**config.mk**
```make
export PLATFORM = sky130hd
export DESIGN_NAME = tile_frame_sequencer
export DESIGN_NICKNAME = d
export VERILOG_FILES = /design/src/rtl/tile_frame_sequencer.sv
export SDC_FILE = /design/constraint.sdc
export NUM_CORES = 1
export LEC_CHECK = 0
export ABC_AREA = 1
export BUFFER_PORTS_ARGS = -buffer_cell sky130_fd_sc_hd__buf_2
export CAP_MARGIN = 25
export CORE_MARGIN = 4
export CORE_UTILIZATION = 55
export CTS_CLUSTER_SIZE = 16
export DETAILED_ROUTE_END_ITERATION = 10
export PLACE_DENSITY = 0.77
export SLEW_MARGIN = 25
export SYNTH_ARGS = -nofsm -noshare
export SYNTH_HDL_FRONTEND = slang
export SYNTH_SLANG_ARGS = --single-unit
export TNS_END_PERCENT = 20
```
**constraint.sdc**
```tcl
create_clock -name BOARD_CLK -period 2.4 [get_ports BOARD_CLK]
set_input_delay 0.24 -clock BOARD_CLK [delete_from_list [all_inputs] [get_ports BOARD_CLK]]
set_output_delay 0.24 -clock BOARD_CLK [all_outputs]
set_load 0.01 [all_outputs]
```
**src/rtl/tile_frame_sequencer.sv**
```systemverilog
// Frame/tile sequencer: triggers binning, issues screen tiles in raster order to the
// rasterizer and framebuffer streamer through a ring of tile buffers, swaps on vblank.
module tile_frame_sequencer #(
  parameter int SCREEN_W      = 640,
  parameter int SCREEN_H      = 480,
  parameter int TILE_DIM      = 16,
  parameter int NUM_TILE_BUFS = 2,
  parameter int BUF_W         = $clog2(NUM_TILE_BUFS)
) (
  input  logic             BOARD_CLK,
  input  logic             Reset,
  input  logic             frameEnable,
  input  logic             frameStep,
  input  logic             vblank,
  output logic             startBinning,
  input  logic             doneBinning,
  output logic             rasterStart,
  output logic [BUF_W-1:0] rasterTileID,
  output logic [9:0]       rasterxOffset,
  output logic [9:0]       rasteryOffset,
  input  logic             doneRasterizing,
  output logic             streamStart,
  output logic [BUF_W-1:0] streamTileID,
  output logic [9:0]       streamxOffset,
  output logic [9:0]       streamyOffset,
  input  logic             doneStreaming,
  output logic             doubleBuffer,
  output logic [15:0]      frameCount,
  output logic             busy,
  output logic             protocolError
);
  localparam int TILES_X   = (SCREEN_W + TILE_DIM - 1) / TILE_DIM;
  localparam int TILES_Y   = (SCREEN_H + TILE_DIM - 1) / TILE_DIM;
  localparam int NUM_TILES = TILES_X * TILES_Y;
  localparam int CNT_W     = $clog2(NUM_TILES + 1);

  localparam logic [CNT_W-1:0] TILES_C  = CNT_W'(NUM_TILES);
  localparam logic [CNT_W-1:0] CNT_ONE  = CNT_W'(1'b1);
  localparam logic [CNT_W-1:0] CNT_ZERO = CNT_W'(1'b0);
  localparam logic [BUF_W-1:0] ID_ONE   = BUF_W'(1'b1);
  localparam logic [BUF_W-1:0] ID_ZERO  = BUF_W'(1'b0);
  localparam logic [BUF_W:0]   BUFS_C   = (BUF_W + 1)'(NUM_TILE_BUFS);
  localparam logic [BUF_W:0]   B_ONE    = (BUF_W + 1)'(1'b1);
  localparam logic [BUF_W:0]   B_ZERO   = (BUF_W + 1)'(1'b0);
  localparam logic [9:0]       STEP_C   = 10'(TILE_DIM);
  localparam logic [9:0]       LAST_X_C = 10'((TILES_X - 1) * TILE_DIM);

  typedef enum logic [2:0] {
    ST_IDLE      = 3'd0,
    ST_BIN_START = 3'd1,
    ST_BIN_WAIT  = 3'd2,
    ST_TILES     = 3'd3,
    ST_SWAP_WAIT = 3'd4,
    ST_SWAP      = 3'd5
  } state_t;

  state_t           state_q, state_d;
  logic [9:0]       r_x_q, r_x_d, r_y_q, r_y_d, s_x_q, s_x_d, s_y_q, s_y_d;
  logic [BUF_W-1:0] r_id_q, r_id_d, s_id_q, s_id_d;
  logic [CNT_W-1:0] r_cnt_q, r_cnt_d, s_cnt_q, s_cnt_d;
  logic [BUF_W:0]   free_q, free_d, ready_q, ready_d;
  logic             r_busy_q, r_busy_d, s_busy_q, s_busy_d, vblank_q;
  logic             start_bin_q, start_bin_d, raster_start_q, raster_start_d;
  logic             stream_start_q, stream_start_d, dbuf_q, dbuf_d;
  logic             busy_q, busy_d, perr_q, perr_d;
  logic [BUF_W-1:0] raster_id_q, raster_id_d, stream_id_q, stream_id_d;
  logic [9:0]       raster_x_q, raster_x_d, raster_y_q, raster_y_d;
  logic [9:0]       stream_x_q, stream_x_d, stream_y_q, stream_y_d;
  logic [15:0]      frame_cnt_q, frame_cnt_d;
  logic             r_done_v, s_done_v, r_issue, s_issue;

  // Raster-order step, packed as {y, x}; the column wraps after the last (possibly partial) tile.
  function automatic logic [19:0] next_xy(input logic [9:0] x, input logic [9:0] y);
    if (x == LAST_X_C) begin
      next_xy = {y + STEP_C, 10'd0};
    end else begin
      next_xy = {y, x + STEP_C};
    end
  endfunction

  always_comb begin
    state_d     = state_q;
    r_x_d       = r_x_q;
    r_y_d       = r_y_q;
    s_x_d       = s_x_q;
    s_y_d       = s_y_q;
    r_id_d      = r_id_q;
    s_id_d      = s_id_q;
    r_cnt_d     = r_cnt_q;
    s_cnt_d     = s_cnt_q;
    raster_id_d = raster_id_q;
    raster_x_d  = raster_x_q;
    raster_y_d  = raster_y_q;
    stream_id_d = stream_id_q;
    stream_x_d  = stream_x_q;
    stream_y_d  = stream_y_q;
    dbuf_d      = dbuf_q;
    frame_cnt_d = frame_cnt_q;

    // A done pulse only counts when its engine has a tile outstanding.
    r_done_v = doneRasterizing & r_busy_q;
    s_done_v = doneStreaming & s_busy_q;
    r_issue  = (state_q == ST_TILES) & (~r_busy_q | r_done_v) & (free_q != B_ZERO)
               & (r_cnt_q != TILES_C);
    s_issue  = (state_q == ST_TILES) & (~s_busy_q | s_done_v) & ((ready_q != B_ZERO) | r_done_v)
               & (s_cnt_q != TILES_C);
    raster_start_d = r_issue;
    stream_start_d = s_issue;
    r_busy_d = r_issue | (r_busy_q & ~r_done_v);
    s_busy_d = s_issue | (s_busy_q & ~s_done_v);
    perr_d   = perr_q | (doneRasterizing & ~r_busy_q) | (doneStreaming & ~s_busy_q)
               | (doneBinning & (state_q != ST_BIN_WAIT));

    if (r_issue) begin
      raster_x_d     = r_x_q;
      raster_y_d     = r_y_q;
      raster_id_d    = r_id_q;
      {r_y_d, r_x_d} = next_xy(r_x_q, r_y_q);
      r_id_d         = r_id_q + ID_ONE;
      r_cnt_d        = r_cnt_q + CNT_ONE;
    end else begin
      r_cnt_d = r_cnt_q;
    end

    if (s_issue) begin
      stream_x_d     = s_x_q;
      stream_y_d     = s_y_q;
      stream_id_d    = s_id_q;
      {s_y_d, s_x_d} = next_xy(s_x_q, s_y_q);
      s_id_d         = s_id_q + ID_ONE;
      s_cnt_d        = s_cnt_q + CNT_ONE;
    end else begin
      s_cnt_d = s_cnt_q;
    end

    case ({r_issue, s_done_v})
      2'b10:   free_d = free_q - B_ONE;
      2'b01:   free_d = free_q + B_ONE;
      default: free_d = free_q;
    endcase

    case ({r_done_v, s_issue})
      2'b10:   ready_d = ready_q + B_ONE;
      2'b01:   ready_d = ready_q - B_ONE;
      default: ready_d = ready_q;
    endcase

    case (state_q)
      ST_IDLE: begin
        if (frameEnable | frameStep) begin
          state_d = ST_BIN_START;
        end else begin
          state_d = ST_IDLE;
        end
      end
      ST_BIN_START: begin
        state_d  = ST_BIN_WAIT;
        r_x_d    = 10'd0;
        r_y_d    = 10'd0;
        s_x_d    = 10'd0;
        s_y_d    = 10'd0;
        r_id_d   = ID_ZERO;
        s_id_d   = ID_ZERO;
        r_cnt_d  = CNT_ZERO;
        s_cnt_d  = CNT_ZERO;
        free_d   = BUFS_C;
        ready_d  = B_ZERO;
        r_busy_d = 1'b0;
        s_busy_d = 1'b0;
      end
      ST_BIN_WAIT: begin
        if (doneBinning) begin
          state_d = ST_TILES;
        end else begin
          state_d = ST_BIN_WAIT;
        end
      end
      ST_TILES: begin
        // Everything has been issued once s_cnt saturates, so the next stream done is the last.
        if (s_done_v & (s_cnt_q == TILES_C)) begin
          state_d = ST_SWAP_WAIT;
        end else begin
          state_d = ST_TILES;
        end
      end
      ST_SWAP_WAIT: begin
        if (vblank & ~vblank_q) begin
          state_d     = ST_SWAP;
          dbuf_d      = ~dbuf_q;
          frame_cnt_d = frame_cnt_q + 16'd1;
        end else begin
          state_d = ST_SWAP_WAIT;
        end
      end
      ST_SWAP: begin
        if (frameEnable) begin
          state_d = ST_BIN_START;
        end else begin
          state_d = ST_IDLE;
        end
      end
      default: state_d = ST_IDLE;
    endcase

    start_bin_d = (state_d == ST_BIN_START);
    busy_d      = (state_d != ST_IDLE);
  end

  always_ff @(posedge BOARD_CLK) begin
    if (Reset) begin
      state_q        <= ST_IDLE;
      r_x_q          <= 10'd0;
      r_y_q          <= 10'd0;
      s_x_q          <= 10'd0;
      s_y_q          <= 10'd0;
      r_id_q         <= ID_ZERO;
      s_id_q         <= ID_ZERO;
      r_cnt_q        <= CNT_ZERO;
      s_cnt_q        <= CNT_ZERO;
      free_q         <= BUFS_C;
      ready_q        <= B_ZERO;
      r_busy_q       <= 1'b0;
      s_busy_q       <= 1'b0;
      vblank_q       <= 1'b0;
      start_bin_q    <= 1'b0;
      raster_start_q <= 1'b0;
      stream_start_q <= 1'b0;
      raster_id_q    <= ID_ZERO;
      raster_x_q     <= 10'd0;
      raster_y_q     <= 10'd0;
      stream_id_q    <= ID_ZERO;
      stream_x_q     <= 10'd0;
      stream_y_q     <= 10'd0;
      dbuf_q         <= 1'b0;
      frame_cnt_q    <= 16'd0;
      busy_q         <= 1'b0;
      perr_q         <= 1'b0;
    end else begin
      state_q        <= state_d;
      r_x_q          <= r_x_d;
      r_y_q          <= r_y_d;
      s_x_q          <= s_x_d;
      s_y_q          <= s_y_d;
      r_id_q         <= r_id_d;
      s_id_q         <= s_id_d;
      r_cnt_q        <= r_cnt_d;
      s_cnt_q        <= s_cnt_d;
      free_q         <= free_d;
      ready_q        <= ready_d;
      r_busy_q       <= r_busy_d;
      s_busy_q       <= s_busy_d;
      vblank_q       <= vblank;
      start_bin_q    <= start_bin_d;
      raster_start_q <= raster_start_d;
      stream_start_q <= stream_start_d;
      raster_id_q    <= raster_id_d;
      raster_x_q     <= raster_x_d;
      raster_y_q     <= raster_y_d;
      stream_id_q    <= stream_id_d;
      stream_x_q     <= stream_x_d;
      stream_y_q     <= stream_y_d;
      dbuf_q         <= dbuf_d;
      frame_cnt_q    <= frame_cnt_d;
      busy_q         <= busy_d;
      perr_q         <= perr_d;
    end
  end

  assign startBinning  = start_bin_q;
  assign rasterStart   = raster_start_q;
  assign rasterTileID  = raster_id_q;
  assign rasterxOffset = raster_x_q;
  assign rasteryOffset = raster_y_q;
  assign streamStart   = stream_start_q;
  assign streamTileID  = stream_id_q;
  assign streamxOffset = stream_x_q;
  assign streamyOffset = stream_y_q;
  assign doubleBuffer  = dbuf_q;
  assign frameCount    = frame_cnt_q;
  assign busy          = busy_q;
  assign protocolError = perr_q;
endmodule

```
=== Word level (Yosys, flattened, before mapping) ===
Index checks and enable logic that the tools add are counted.

* Add/subtract/negate cells: 13
* Equal/unequal tests: 16
* Multiplexer cells: 10
* Bitwise logic cells: 30
* Reductions and logical operators: 10

{| class="wikitable"
|+ Operators by type and width
! cell !! number
|-
| adder 10 x 5 -> 10 bit, second input constant || 4
|-
| adder 11 x 1 -> 11 bit, second input constant || 2
|-
| != test 11 bit, second input constant || 2
|-
| equality test 10 bit, second input constant || 2
|-
| 2-to-1 mux 10 bit || 2
|-
| case mux 3 bit (6 select lines) || 1
|-
| adder 16 x 1 -> 16 bit, second input constant || 1
|-
| AND 1 bit || 15
|-
| equality test 11 bit, second input constant || 1
|-
| OR 1 bit || 9
|-
| case mux 2 bit (2 select lines) || 2
|-
| nonzero test 2 bit || 4
|-
| equality test 3 x 1 -> 1 bit, second input constant || 2
|-
| equality test 3 x 2 -> 1 bit, second input constant || 2
|-
| equality test 3 bit, second input constant || 2
|-
| inverter 1 bit || 6
|-
| AND reduction 2 bit || 3
|-
| adder 2 x 1 -> 2 bit, second input constant || 2
|-
| equality test 2 x 1 -> 1 bit, second input constant || 2
|-
| equality test 2 bit, second input constant || 2
|-
| 2-to-1 mux 1 bit || 4
|-
| subtractor 2 x 1 -> 2 bit, second input constant || 2
|-
| zero test 3 bit || 1
|-
| 2-to-1 mux 3 bit || 1
|-
| other kinds (4) || 5
|}

* Bits in registers: 138
* Input port bits: 8
* Output and inout port bits: 64
* Logic and storage cells: 106

=== Logic depth before layout (Yosys ltp) ===
Gate-level depths: netlist of the first run.

* Word-level depth: 7
* Mapped depth: 15
* Mapped depth without buffers: 14

=== Worst setup path after synthesis of the first run ===
No wires, ideal clock.

* Kind: reg-to-reg
* Start: reg s_cnt_q[0]
* End: reg ready_q[1]
* Library setup time: 122 ps
* Arrival: 1913 ps
* Data required time: 2278 ps
* Setup slack: 365 ps
* Cell stages (with the launch flop): 14
* Path buffers: 1
* Period minus slack after synthesis: 2035 ps
* Path through: dfxtp_1 -> inv_1 -> ha_1 -> nand2_1 -> nor2_1 -> nand3_2 -> nand2_4 -> inv_4 -> buf_4 -> ha_1 -> nor2_1 -> o21ai_0 -> o21ai_0 -> a21oi_1

* Word-level cells in the longest chain between the ends: 4
* Elaborated cells on any way between the ends: 6
* Classes of those cells: 3 x eq/ne; 1 x mux; 1 x bitwise; 1 x reduce/logical

{| class="wikitable"
|+ Ends and longest elaborated chain
! what !! line !! RTL
|-
| start, declared || 60 || <nowiki>logic [CNT_W-1:0] r_cnt_q, r_cnt_d, s_cnt_q, s_cnt_d;</nowiki>
|-
| start signal, assigned || 247 || <nowiki>s_cnt_q <= s_cnt_d;</nowiki>
|-
| != test 11 bit * || 106 || <nowiki>& (s_cnt_q != TILES_C);</nowiki>
|-
| AND 1 bit * || 106 ||
|-
| named net s_issue || 70 || <nowiki>logic r_done_v, s_done_v, r_issue, s_issue;</nowiki>
|-
| equality test 2 x 1 -> 1 bit / equality test 2 bit (equally long branches) || 142 || <nowiki>case ({r_done_v, s_issue})</nowiki>
|-
| case mux 2 bit (2 select lines) / nonzero test 2 bit (equally long branches) || - ||
|-
| end signal, assigned || 249 || <nowiki>ready_q <= ready_d;</nowiki>
|-
| end, declared || 61 || <nowiki>logic [BUF_W:0] free_q, free_d, ready_q, ready_d;</nowiki>
|}

The timed path passes the listed nets; every way through them passes the cells marked *.
A chain may end at the register's enable or synchronous reset.

=== Worst setup path after layout of the first run ===
* Start: reg s_cnt_q[0]
* End: reg ready_q[1]

* Word-level cells in the longest chain between the ends: 4
* Elaborated cells on any way between the ends: 6
* Classes of those cells: 3 x eq/ne; 1 x mux; 1 x bitwise; 1 x reduce/logical

{| class="wikitable"
|+ Ends and longest elaborated chain
! what !! line
|-
| != test 11 bit * || 106
|-
| AND 1 bit * || 106
|-
| equality test 2 x 1 -> 1 bit / equality test 2 bit (equally long branches) || 142
|-
| case mux 2 bit (2 select lines) / nonzero test 2 bit (equally long branches) || -
|}

Every way passes the cells marked *; elsewhere a longest branch is shown, timed or not.

==> results of run 1 <==
## cell type report
cell class | instances | area (um2)
Fill cell | 845 | 3550
Timing Repair Buffer | 65 | 350
Multi-Input combinational cell | 552 | 2610
Clock inverter | 5 | 40.0
Sequential cell | 106 | 2120
Tap cell | 129 | 161
Clock buffer | 10 | 138
Inverter | 72 | 273
## metrics by stage
| stage | total power [mW] | std cells | instance area [um2] | worst slack [ns] |
|---|---|---|---|---|
| floorplan | 2.09 | 773 | 5280 | 0.365 |
| global placement | 2.16 | 924 | 5520 | 0.509 |
| detailed placement | 2.17 | 924 | 5520 | 0.413 |
| CTS | 3.17 | 939 | 5690 | 0.397 |
| global route | 3.26 | 939 | 5690 | 0.160 |
| finish | 3.13 | 939 | 5690 | 0.379 |
## how the worst min path moves through the flow
stage / start / to / slack (ns)
after CTS: vblank / vblank_q / 0.11
after floorplan: Reset / rasterTileID / 0.31
after global placement: doubleBuffer / doubleBuffer / 0.45
after detailed placement: streamTileID / streamTileID / 0.46
after global routing: vblank / vblank_q / 0.13
final: vblank / vblank_q / 0.13
## routing by layer
| metal | share of wire, % | vias to the layer above | global-route usage (%) |
|---|---|---|---|
| li1 | - | 2463 | - |
| met4 | 1.0 | 0 | 6.19 |
| met3 | 4.5 | 16 | 2.45 |
| met2 | 48 | 129 | 35.2 |
| met1 | 47 | 2162 | 24.2 |
| met5 | 0 | - | 0 |
## power by group through the flow
stage / Clock (mW) / Sequential (mW) / Combinational, mW
2_1_floorplan: 0 / 1.88 / 0.217
3_3_place_gp: 0 / 1.87 / 0.292
3_5_place_dp: 0 / 1.87 / 0.298
4_1_cts: 1.04 / 1.83 / 0.299
5_1_grt: 1.10 / 1.84 / 0.333
6_report: 1.01 / 1.83 / 0.298
## critical path, stage by stage, from the launching register on
cell     delay, ns
dfxtp_1       0.37
inv_1         0.10
ha_1          0.14
nand2_1       0.05
nor2_1        0.23
nand3_2       0.14
nand2_4       0.11
inv_4         0.03
ha_1          0.31
nor2_1        0.11
o21ai_0       0.11
o21ai_0       0.16
a21oi_1       0.06
## cell usage after synthesis (all sizes together), types with 2 or more instances
cell type / number / share of area [%]
a21oi: 62 / 5.9
buf: 35 / 4.7
clkbuf: 8 / 0.57
dfxtp: 106 / 41
ha: 11 / 2.6
inv: 72 / 5.2
nand2: 193 / 14
nand3: 49 / 4.8
nand4: 16 / 1.9
nor2: 126 / 9.6
nor3: 8 / 0.86
o21ai: 37 / 3.5
o21bai: 2 / 0.29
or2: 3 / 0.36
xnor2: 7 / 1.2
xor2: 18 / 3.0
## flip-flops by register name, indices dropped and copies added, names as in the netlist, 6 cells and up
register,count
r_x_q,6
streamxOffset,6
s_y_q,6
r_y_q,6
rasteryOffset,6
s_x_q,6
rasterxOffset,6
r_cnt_q,11
frameCount,16
s_cnt_q,11
streamyOffset,6
## logic make-up after synthesis
group	share of synthesized area, %
AO/OA/AOI/OAI	10.0
XOR/XNOR	4.19
AND/OR/NAND/NOR	32.0
other	0.0718
flip-flops	40.6
buffers and inverters	10.5
adder cells (fa/ha/maj)	2.63
==> metrics.csv, run 1 <==
stage,metric,value,unit
worst_setup_path,Crit. Startpoint,s_cnt_q[0],
worst_setup_path,r2r endpoint,ready_q[1],
worst_setup_path,critical path endpoint category,register,
sta,worst hold margin,0.125,ns
die,DIE WIDTH,105,um
worst_setup_path,CP arrival,2.27,ns
power,net switching power,0.830,mW
placed_design,gpl congestion,0.878,
final_layout,Nets,825,
detailed_routing,DR WL/cell,11.7,um
final_layout,layout cells sized above 1,11.7,%
synth,Yosys reg bits,106,
worst_hold_path,Worst Hold Depth,3,
power,switch share,26.5,%
synth,"FFs w/ async S/R, synth",0,%
detailed_routing,Routed Antenna Nets,0,
power,Comb power frac,9.5,%
worst_setup_path,CP startpoint kind,register,
detailed_routing,Total Wirelength,10900,um
clocking,H-Tree Depth,3,
clocking,Inserted Clock Buffers,9,
worst_setup_path,WS Path Type,reg2reg,
sta,final setup vio count,0,
final_layout,Syn-to-layout area delta,9.01,%
run_status,status,finished clean,
sta,Final Hold Fails,0,
final_layout,"most common cell after layout, fill and taps aside",nand2_1,
clocking,hold bufs inserted after CTS,0,
clocking,Clock Latency Late Sink,0.36,ns
clocking,Post-CTS Setup Bufs,0,
synth,Synth Instances,758,
final_layout,Util after Layout,61.6,%
die,Die Span Y,105,um
sta,Max Fclk,0.495,GHz
sta,Tmin final,2.02,ns
synth,main flop type after synthesis,dfxtp_1,
die,Boundary Pins,72,
worst_setup_path,crit path to,ready_q[1],
clocking,clk sinks,106,
power,"IR drop worst, VDD",0.000297,V
grt,largest net degree at the start of global routing,38,
sta,Slew Limit Fails,0,
detailed_routing,via/cell ratio,5.08,
worst_hold_path,hold crit path type,in2reg,
worst_setup_path,reg-to-reg startpoint,s_cnt_q[0],
worst_setup_path,Worst EP required,2.65,ns
sta,Tcrit/Tclk final,84.2,%
die,Initial Util,56.5,%
clocking,Resized Gates After CTS,0,
power,Seq pwr share,58.4,%
final_layout,diode count,0,
synth,mapped cell area,0.00522,mm2
synth,post-synth cell types,30,
die,row count,35,
clocking,Root Driver,clkbuf_8,
power,P_int,2.30,mW
clocking,clk slew on worst S/H paths,0.10,ns
grt,global-route wire length before repair,18600,um
die,Die Area,0.0111,mm2
clocking,CTS max path bufs,2,
worst_setup_path,largest fanout on the critical path,7,
power,clock power share,32.1,%
sta,Clock Skews,0.0106,ns
detailed_routing,TritonRoute pass-1 iters,5,
run,max_cap viols,0,
placed_design,hpwl dp,7830,um
sta,RSZ-0062 raised after global routing,no,
detailed_routing,total number of vias,4770,
synth,Syn Area/Cell,6.89,um2
worst_setup_path,r2r setup slk,0.38,ns
worst_setup_path,r2r worst-path depth,12,
sta,setup TNS,0,ns
synth,YS warnings,0,
power,PwrDens,550,mW/mm2
detailed_routing,1st-iter DRT viols,271,
grt,antenna violations before repair,0,
synth,"Seq/Total Area, Yosys",40.6,%
grt,GRT Util Overall,19.6,%
grt,total congestion overflow,0,
placed_design,PortBufs,55,
synth,number of synthesized flops with an enable pin,0,
detailed_routing,DRC errors left,0,
power,leakage,2.34,nW
die,core area,0.00924,mm2
grt,vias in the first global route,4337,
clocking,CTS tree,done,
final_layout,"commonest non-fill, non-tap cells in the layout","nand2_1, nor2_1, dfxtp_1",
Power figures use the tool's default switching activity.
==> run 2, diff against run 1 <==
--- a/config.mk
+++ b/config.mk
@@ -5,14 +5,14 @@
 export SDC_FILE = /design/constraint.sdc
 export NUM_CORES = 1
 export LEC_CHECK = 0
-export ABC_AREA = 1
+export ABC_AREA = 0
 export BUFFER_PORTS_ARGS = -buffer_cell sky130_fd_sc_hd__buf_2
 export CAP_MARGIN = 25
 export CORE_MARGIN = 4
-export CORE_UTILIZATION = 55
+export CORE_UTILIZATION = 52
 export CTS_CLUSTER_SIZE = 16
 export DETAILED_ROUTE_END_ITERATION = 10
-export PLACE_DENSITY = 0.77
+export PLACE_DENSITY = 0.76
 export SLEW_MARGIN = 25
 export SYNTH_ARGS = -nofsm -noshare
 export SYNTH_HDL_FRONTEND = slang
==> constraint.sdc (replaced) <==
create_clock -name BOARD_CLK -period 1.8 [get_ports BOARD_CLK]
set_input_delay 0.18 -clock BOARD_CLK [delete_from_list [all_inputs] [get_ports BOARD_CLK]]
set_output_delay 0.18 -clock BOARD_CLK [all_outputs]
set_load 0.01 [all_outputs]
==> metrics.csv, run 2 <==
stage,metric,value,unit,change
sta,Tcrit/Tclk final,119,%,was 84.2%
clocking,clk slew on worst S/H paths,0.11,ns,was 0.10 ns
synth,largest area contributor in the netlist,dfxtp_1,,unchanged
final_layout,Util after Layout,68.3,%,was 61.6%
clocking,H-Tree Depth,3,,unchanged
clocking,hold bufs inserted after CTS,0,,unchanged
die,DIE WIDTH,107,um,was 105 um
worst_hold_path,hold crit path type,in2reg,,unchanged
sta,Final Hold Fails,0,,unchanged
worst_hold_path,Worst Hold Launch,vblank,,unchanged
worst_setup_path,WS Path Type,reg2reg,,unchanged
detailed_routing,total number of vias,4958,,was 4770
synth,main flop type after synthesis,dfxtp_1,,unchanged
synth,Synth Area in Simple Gates,25.5,%,was 32.0%
sta,Slew Limit Fails,0,,unchanged
clocking,clk sinks,106,,unchanged
final_layout,"commonest non-fill, non-tap cells in the layout","dfxtp_1, a21oi_1, buf_4",,"was nand2_1, nor2_1, dfxtp_1"
detailed_routing,DRC errors left,0,,unchanged
worst_setup_path,reg-to-reg startpoint,r_cnt_q[2],,was s_cnt_q[0]
detailed_routing,1st-iter DRT viols,301,,was 271
final_layout,register area,0.00213,mm2,was 0.00212 mm2
power,leakage,2.37,nW,was 2.34 nW
grt,largest net degree at the start of global routing,36,,was 38
power,PwrDens,642,mW/mm2,was 550 mW/mm2
worst_setup_path,CP startpoint kind,register,,unchanged
worst_setup_path,largest fanout on the critical path,3,,was 7
sta,worst hold margin,0.143,ns,was 0.125 ns
sta,setup TNS,-5.57,ns,was 0 ns
final_layout,max reg flops,16,,unchanged
placed_design,hpwl dp,8650,um,was 7830 um
run,max_cap viols,0,,unchanged
worst_hold_path,WHS Endpoint,vblank_q,,unchanged
synth,"Seq/Total Area, Yosys",41.6,%,was 40.6%
sta,Clock Skews,0.0141,ns,was 0.0106 ns
die,Boundary Pins,72,,unchanged
synth,mapped cell area,0.00510,mm2,was 0.00522 mm2
synth,"count leader, synth",dfxtp_1,,was nand2_1
die,row count,35,,unchanged
synth,"top cells by count, synth","dfxtp_1, a21oi_1, nand3_1",,"was nand2_1, nor2_1, dfxtp_1"
synth,number of synthesized flops with an enable pin,0,,unchanged
final_layout,diode count,0,,unchanged
sta,final setup vio count,34,,was 0
worst_setup_path,r2r setup slk,-0.33,ns,was 0.38 ns
final_layout,Fillers,723,,was 845
synth,top cell type's share of synthesized area,41.6,%,was 40.6%
synth,post-synth cell types,49,,was 30
worst_hold_path,Worst Hold Depth,2,,was 3
synth,"FFs w/ async S/R, synth",0,%,unchanged
die,Die Area,0.0115,mm2,was 0.0111 mm2
final_layout,layout cells sized above 1,28.7,%,was 11.7%
run_status,status,"complete, but fails checks",,was finished clean
final_layout,"most common cell after layout, fill and taps aside",dfxtp_1,,was nand2_1
sta,Max Fclk,0.469,GHz,was 0.495 GHz
placed_design,PortBufs,55,,unchanged
worst_setup_path,slowest CP cell,or4b_4,,was dfxtp_1
worst_setup_path,critical path endpoint category,register,,unchanged
worst_setup_path,r2r endpoint,free_q[1],,was ready_q[1]
sta,Final WS setup,-0.333,ns,was 0.379 ns
detailed_routing,DR WL/cell,15.9,um,was 11.7 um
sta,RSZ-0062 raised after global routing,yes,,was no
worst_setup_path,Worst EP required,2.11,ns,was 2.65 ns
synth,xor-xnor portion of the synthesized cell area,1.72,%,was 4.19%
detailed_routing,TritonRoute pass-1 iters,5,,unchanged
final_layout,area of the multi-input gates,0.00289,mm2,was 0.00261 mm2
placed_design,gpl congestion,0.830,,was 0.878
synth,post-synthesis mux area share,2.75,%,was 0%
placed_design,placed cell count,810,,was 924
clocking,CTS tree,done,,unchanged
grt,antenna violations before repair,0,,unchanged
die,Die Span Y,107,um,was 105 um
clocking,Inserted Clock Buffers,9,,unchanged
clocking,Root Driver,clkbuf_8,,unchanged
synth,YS warnings,0,,unchanged
worst_setup_path,CP cell instances,or4b_4 > or4_4 > nand2_4 > ha_4 > or3_1 > nand3_1,,was inv_1 > ha_1 > nand2_1 > nor2_1 > nand3_2 > nand2_4 > inv_4 > ha_1 > nor2_1 > o21ai_0 > o21ai_0 > a21oi_1
die,Initial Util,54.4,%,was 56.5%
worst_setup_path,"slowest stage delay, CP",0.54,ns,was 0.37 ns
detailed_routing,via/cell ratio,5.92,,was 5.08
detailed_routing,Routed Antenna Nets,0,,unchanged
final_layout,Syn-to-layout area delta,25.6,%,was 9.01%
run_status,failing checks,negative setup slack,,
clocking,Clock Latency Late Sink,0.36,ns,about the same
final_layout,"Cell Count, Final, Fillers Out",837,,was 939
die,core area,0.00937,mm2,was 0.00924 mm2
synth,Synth Area in Compound Gates,18.0,%,was 10.0%
synth,largest family of logic cells by synthesized area,simple AND/OR/NAND/NOR gates,,unchanged
synth,Synth Instances,603,,was 758
grt,vias in the first global route,4479,,was 4337
synth,Yosys reg bits,106,,unchanged
grt,GRT Util Overall,22.2,%,was 19.6%
detailed_routing,Total Wirelength,13300,um,was 10900 um
worst_setup_path,r2r worst-path depth,6,,was 12
final_layout,Nets,723,,was 825
grt,total congestion overflow,0,,unchanged
clocking,CTS max path bufs,2,,unchanged
worst_setup_path,CP arrival,2.44,ns,was 2.27 ns
synth,Synth Area in Adders,2.70,%,was 2.63%
synth,Syn Area/Cell,8.45,um2,was 6.89 um2
sta,Tmin final,2.13,ns,was 2.02 ns
grt,global-route wire length before repair,21200,um,was 18600 um
synth,synth top area cells,"dfxtp_1, a21oi_1, nand3_1",,"was dfxtp_1, nand2_1, nor2_1"
power,"IR drop worst, VDD",0.000504,V,was 0.000297 V
-- run 2: cell types whose count changed in the layout (fill, tap and decap cells not counted), moves of 10 or more --
| cell | before | now |
|---|---|---|
| nand2_1 | 189 | 42 |
| nor2_1 | 121 | 12 |
| inv_1 | 71 | 14 |
| buf_4 | 10 | 65 |
| or3_1 | 0 | 26 |
| o31ai_1 | 0 | 24 |
| or4_1 | 0 | 18 |
| mux2i_1 | 0 | 14 |
| xor2_1 | 18 | 8 |
-- run 2: final cells by class --
cell class	instances	area share, %
multi-input cells	436	45.1
clock inverters	6	0.782
clock buffers	9	1.94
inverters	16	0.938
well taps	129	2.52
flip-flops and latches	106	33.2
repair buffers	135	15.5
-- run 2: worst max-delay path: cells and delay by family, from the launching register on --
kind	cells	cell delay (ns)
and+or+nand+nor	5	1.54
DFF	1	0.34
adders and majority gates	1	0.20
-- run 2: repair_timing --
item,CTS,global route
cloned,2,1
pin swaps,5,20
resized for setup,17,44
endpoints found under the setup margin,41,64
buffers inserted,4,5
-- run 2: through the flow --
stage / power, mW / worst slack, ns / area (um2)
finish: 4.11 / -0.333 / 6400
global route: 4.25 / -0.380 / 6400
CTS: 4.10 / -0.311 / 6150
detailed placement: 2.76 / -0.348 / 5840
global placement: 2.75 / -0.308 / 5840
floorplan: 2.67 / -0.354 / 5230
-- run 2: power by group --
| part | total [mW] | switching (mW) | internal [mW] | leakage (nW) |
|---|---|---|---|---|
| combinational | 0.352 | 0.225 | 0.127 | 1.43 |
| clock | 1.37 | 0.857 | 0.517 | 0.0880 |
| sequential | 2.38 | 0.0174 | 2.37 | 0.857 |
| total | 4.11 | 1.10 | 3.01 | 2.37 |
-- run 2: per-layer routing --
layer	vias up	track usage, %	part of all wire, %
li1	2392	-	-
met1	2393	30.0	45
met2	157	37.1	49
met3	16	4.76	5.2
met4	0	3.74	1.2
met5	-	0	0
-- run 2: worst max-delay path by stage --
stage | from | end | slack [ns]
2_1_floorplan | r_cnt_q[2] | free_q[1] | -0.35
3_3_place_gp | r_cnt_q[2] | free_q[1] | -0.31
3_5_place_dp | r_cnt_q[2] | free_q[1] | -0.35
4_1_cts | r_cnt_q[2] | free_q[1] | -0.31
5_1_grt | r_cnt_q[2] | free_q[1] | -0.38
6_report | r_cnt_q[2] | free_q[1] | -0.33
-- run 2: cell families (layout without fill, tap and decap cells) --
logic type,after synthesis,count (layout)
simple gates,224,224
compound gates,161,161
flops,106,106
buf+inv,76,166
mux,14,14
fa+ha+maj,11,11
xor+xnor,10,10
other cells,1,16
